$ cat src/rtl/carry_select_adder.sv
// Carry-select adder: {Cout,F} = A + B + Cin, built from BLOCK-bit groups.
// Latency 1 cycle, one op per cycle.
// No backpressure; every accepted operation yields one result.
module carry_select_adder #(
  parameter int WIDTH = 32,
  parameter int BLOCK = 4
) (
  input  logic             clk,
  input  logic             rst_n,
  input  logic             in_valid,
  input  logic [WIDTH-1:0] A,
  input  logic [WIDTH-1:0] B,
  input  logic             Cin,
  output logic             out_valid,
  output logic [WIDTH-1:0] F,
  output logic             Cout
);

  localparam int NG = WIDTH / BLOCK;

  if ((WIDTH % BLOCK) != 0 || WIDTH < BLOCK) begin : g_bad_cfg
    $error("carry_select_adder: WIDTH must be a nonzero multiple of BLOCK");
  end

  // Bit-serial ripple so each group really is a ripple chain, not a tool-chosen adder.
  function automatic logic [BLOCK:0] ripple(input logic [BLOCK-1:0] a,
                                            input logic [BLOCK-1:0] b,
                                            input logic             ci);
    logic             c;
    logic [BLOCK-1:0] s;
    c = ci;
    s = '0;
    for (int i = 0; i < BLOCK; i++) begin
      s[i] = a[i] ^ b[i] ^ c;
      c    = (a[i] & b[i]) | (c & (a[i] ^ b[i]));
    end
    return {c, s};
  endfunction

  logic [NG:0]      carry;
  logic [WIDTH-1:0] sum;

  assign carry[0] = Cin;

  for (genvar g = 0; g < NG; g++) begin : g_grp
    if (g == 0) begin : g_first
      assign {carry[1], sum[BLOCK-1:0]} = ripple(A[BLOCK-1:0], B[BLOCK-1:0], carry[0]);
    end else begin : g_sel
      logic [BLOCK:0] r0;
      logic [BLOCK:0] r1;
      assign r0 = ripple(A[g*BLOCK +: BLOCK], B[g*BLOCK +: BLOCK], 1'b0);
      assign r1 = ripple(A[g*BLOCK +: BLOCK], B[g*BLOCK +: BLOCK], 1'b1);
      // Lower group's carry picks the precomputed result.
      assign sum[g*BLOCK +: BLOCK] = carry[g] ? r1[BLOCK-1:0] : r0[BLOCK-1:0];
      assign carry[g+1]            = carry[g] ? r1[BLOCK]     : r0[BLOCK];
    end
  end

  always_ff @(posedge clk) begin
    if (!rst_n) begin
      F         <= '0;
      Cout      <= 1'b0;
      out_valid <= 1'b0;
    end else if (in_valid) begin
      F         <= sum;
      Cout      <= carry[NG];
      out_valid <= 1'b1;
    end else begin
      out_valid <= 1'b0;
    end
  end

endmodule

$ cat config.mk
export PLATFORM = sky130hd
export DESIGN_NAME = carry_select_adder
export DESIGN_NICKNAME = d
export VERILOG_FILES = /design/src/rtl/carry_select_adder.sv
export SDC_FILE = /design/constraint.sdc
export NUM_CORES = 1
export LEC_CHECK = 0
export CAP_MARGIN = 20
export CORE_ASPECT_RATIO = 0.6
export CORE_MARGIN = 2
export CORE_UTILIZATION = 55
export DETAILED_ROUTE_END_ITERATION = 10
export DONT_BUFFER_PORTS = 1
export GPL_TIMING_DRIVEN = 0
export PLACE_DENSITY_LB_ADDON = 0.25
export SLEW_MARGIN = 20
export SYNTH_ARGS = -nofsm -noshare
export SYNTH_HDL_FRONTEND = slang
export SYNTH_SLANG_ARGS = --single-unit
$ cat constraint.sdc
create_clock -name clk -period 18.52 [get_ports clk]
set_input_delay 3.704 -clock clk [delete_from_list [all_inputs] [get_ports clk]]
set_output_delay 3.704 -clock clk [all_outputs]
set_load 0.02 [all_outputs]
==> flow_summary.toml <==
[critical_path]
endpoint = "F[31]"
critPathLaunchType = "input port"
r2r-start = "F[28]"
critPathRequiredTime_ns = 18.74
crit_arrival_ns = 14.52
crit_top_cell = "fa_1"
r2r_setup_slack_ns = 17.73
timing.rr.end = "F[28]"
critPathKind = "input port to flip-flop"
cp_slowest_cell = "fa_1"
end_kind = "flip-flop"
critPathLaunch = "A[0]"
ff2ff_path_depth = 2
slowest_delay_ns = 0.43
cp_max_fo = 3

[cells_and_area]
finalNonFillerCells = 253
nNetsFinal = 313
drive_above_1_share_pct = 4.854
area_growth_pct = 6.257
antenna-diode-count = 0
fill_cells = 311

[power]
peakVddDrop_mv = 0.04401
p_per_area_mw_per_mm2 = 80.98
leakage_nw = 1.115

[floorplan]
start_util_pct = 58.02
core_area_mm2 = 0.003722
die_h_um = 52.54
num_io_pins = 102
dieArea_mm2 = 0.004460
die_w_um = 84.90
rows = 17

[route]
drtPass1Iterations = 4
wire_per_inst_um = 17.23
wl_um = 4360
drt-initial-drc-count = 62
drcViolationCount = 0
antenna_left = 0
viasPerCell = 5.332
num_vias = 1349

[yosys]
async_flop_share_pct = 0
yosysTopAreaCell = "dfxtp_1"
syn_avg_cell_area_um2 = 10.85
synthMostInstantiatedCell = "dfxtp_1"
synth.top_cells.by_count = "dfxtp_1, inv_1, fa_1"
synthCells = 199
syn_nets = 306
synth_top_area_share_pct = 31.52
netlist_area_mm2 = 0.002160
ys_ff_latch = 34
synth.yosys.seq_area_share_pct = 31.52
ys.flop_type = "dfxtp_1"
yosys_warnings = 0
synth_edf_count = 0
yosys.cell_types.count = 17
synth.area.top_cells = "dfxtp_1, fa_1, mux2i_1"

[placed_design]
io_buffer_count = 0
dp_cells = 246
hpwl_um = 3667
place_congestion = 0.7693

[global_routing]
gr-usage-met2_pct = 36.48
top_usage_layer = "met2"
grt_pass1_vias = 1502
antenna_found_initial = 0
gr-usage-met3_pct = 7.244
grt_overflow = 0
grt_pass1_wl_um = 6748
track_usage_pct = 20.40
grtUsageMet1_pct = 22.47
grt_max_degree = 11

[timing]
period_needed_ns = 14.29
finalCritPeriodShare_pct = 77.18
max_freq_ghz = 0.06996
final-setup-viol-count = 0
whs_ns = 0.6119
finalClockSkew_ns = 0
setup_tns_ns = 0
hold_violations = 0
tightest_slew_ns = 0.5002
maxSlewHeadroom_pct = 66.65
drv_slew = 0
rsz0062_at_grt = "false"

[cts]
cts_resized = 0
clock_sinks = 34
h-tree-depth = 2
post-cts-setup-buffers = 0
cts_tree = "built"
path_clk_slew_ns = 0.07
cts_root_buf = "clkbuf_8"
clock_path_buffers = 2
hold_buffers = 0
clk_latency_ns = 0.27
cts_made_buffers = 5

[min_path]
whs_path_depth = 2
min_path_type = "flip-flop to flip-flop"

[run]
cap_violations = 0

[run_status]
status = "finished, final reports clean"
==> stage by stage <==
stage | setup WS, ns | power, mW | instance area (µm²) | util [%]
2_1_floorplan | 4.591 | 0.1267 | 2160 | -
3_3_place_gp | 4.175 | 0.1331 | 2218 | 59.60
3_5_place_dp | 3.842 | 0.1367 | 2218 | 59.60
4_1_cts | 4.137 | 0.1874 | 2295 | 61.65
5_1_grt | 3.677 | 0.1977 | 2295 | 61.65
6_report | 4.226 | 0.1858 | 2295 | 61.65
==> sequential cells by signal, indices dropped and copies added (netlist names) <==
name / cells
Cout: 1
F: 32
out_valid: 1
==> power breakdown <==
group	switching, mW	internal (mW)	leakage [nW]
clock	0.0257	0.0259	0.0383
sequential	0.0150	0.0812	0.281
combinational	0.0188	0.0193	0.795
total	0.0595	0.126	1.11
==> cells in the final DEF (no fill, tap or decap) <==
cell type  netlist  routed
dfxtp_1         34      34
inv_1           33      33
fa_1            25      25
mux2i_1         23      23
nor2b_1         20      20
ha_1            14      14
nand2_1         10      10
o21ai_0         10      10
o211a_1          6       6
clkbuf_1         3       5
clkbuf_8         0       5
a21oi_1          4       4
buf_6            4       4
xor2_1           4       4
nand3b_1         4       4
xnor2_1          3       3
nor2_1           1       1
buf_2            1       1
==> worst min path at each step <==
stage,from,end,slack [ns]
5_1_grt,F[26],F[26],0.64
4_1_cts,F[8],F[8],0.61
2_1_floorplan,F[4],F[4],0.56
6_report,F[8],F[8],0.61
3_5_place_dp,F[12],F[12],0.60
3_3_place_gp,F[8],F[8],0.59
==> per-layer routing <==
metal | vias to the layer above | part of all wire, % | wire length [µm]
met5 | - | 0 | 0
met4 | 0 | 1.9 | 85
met3 | 13 | 8.4 | 365
met2 | 64 | 50 | 2170
met1 | 637 | 40 | 1738
li1 | 635 | - | -
==> layout make-up <==
cell class              instances  area [µm²]  share of cell area (%)
plain buffers                   8       61.31                   2.672
clock buffers                   7       76.32                   3.326
inverters                      33       123.9                   5.398
multi-input cells             124        1294                   56.38
flip-flops and latches         34       680.7                   29.66
well taps                      47       58.81                   2.563
==> worst max-delay path, delay by kind of cell <==
| family | cells | cell delay [ns] |
|---|---|---|
| simple gates | 2 | 0.20 |
| mux | 3 | 0.43 |
| compound gates | 5 | 0.56 |
| buf+inv | 5 | 0.40 |
| fa+ha+maj | 25 | 9.22 |
==> cell families (layout without fill, tap and decap cells) <==
kind of cell	after synthesis	count (layout)	synth area share, %
adders and majority gates	39	39	31.29
buffers and inverters	41	48	8.574
xor gates and xnor gates	7	7	2.839
and+or+nand+nor	35	35	9.096
muxes	23	23	10.66
AOI/OAI and AO/OA	20	20	6.026
DFF	34	34	31.52
Note: power is estimated with default switching activity, not from simulation.
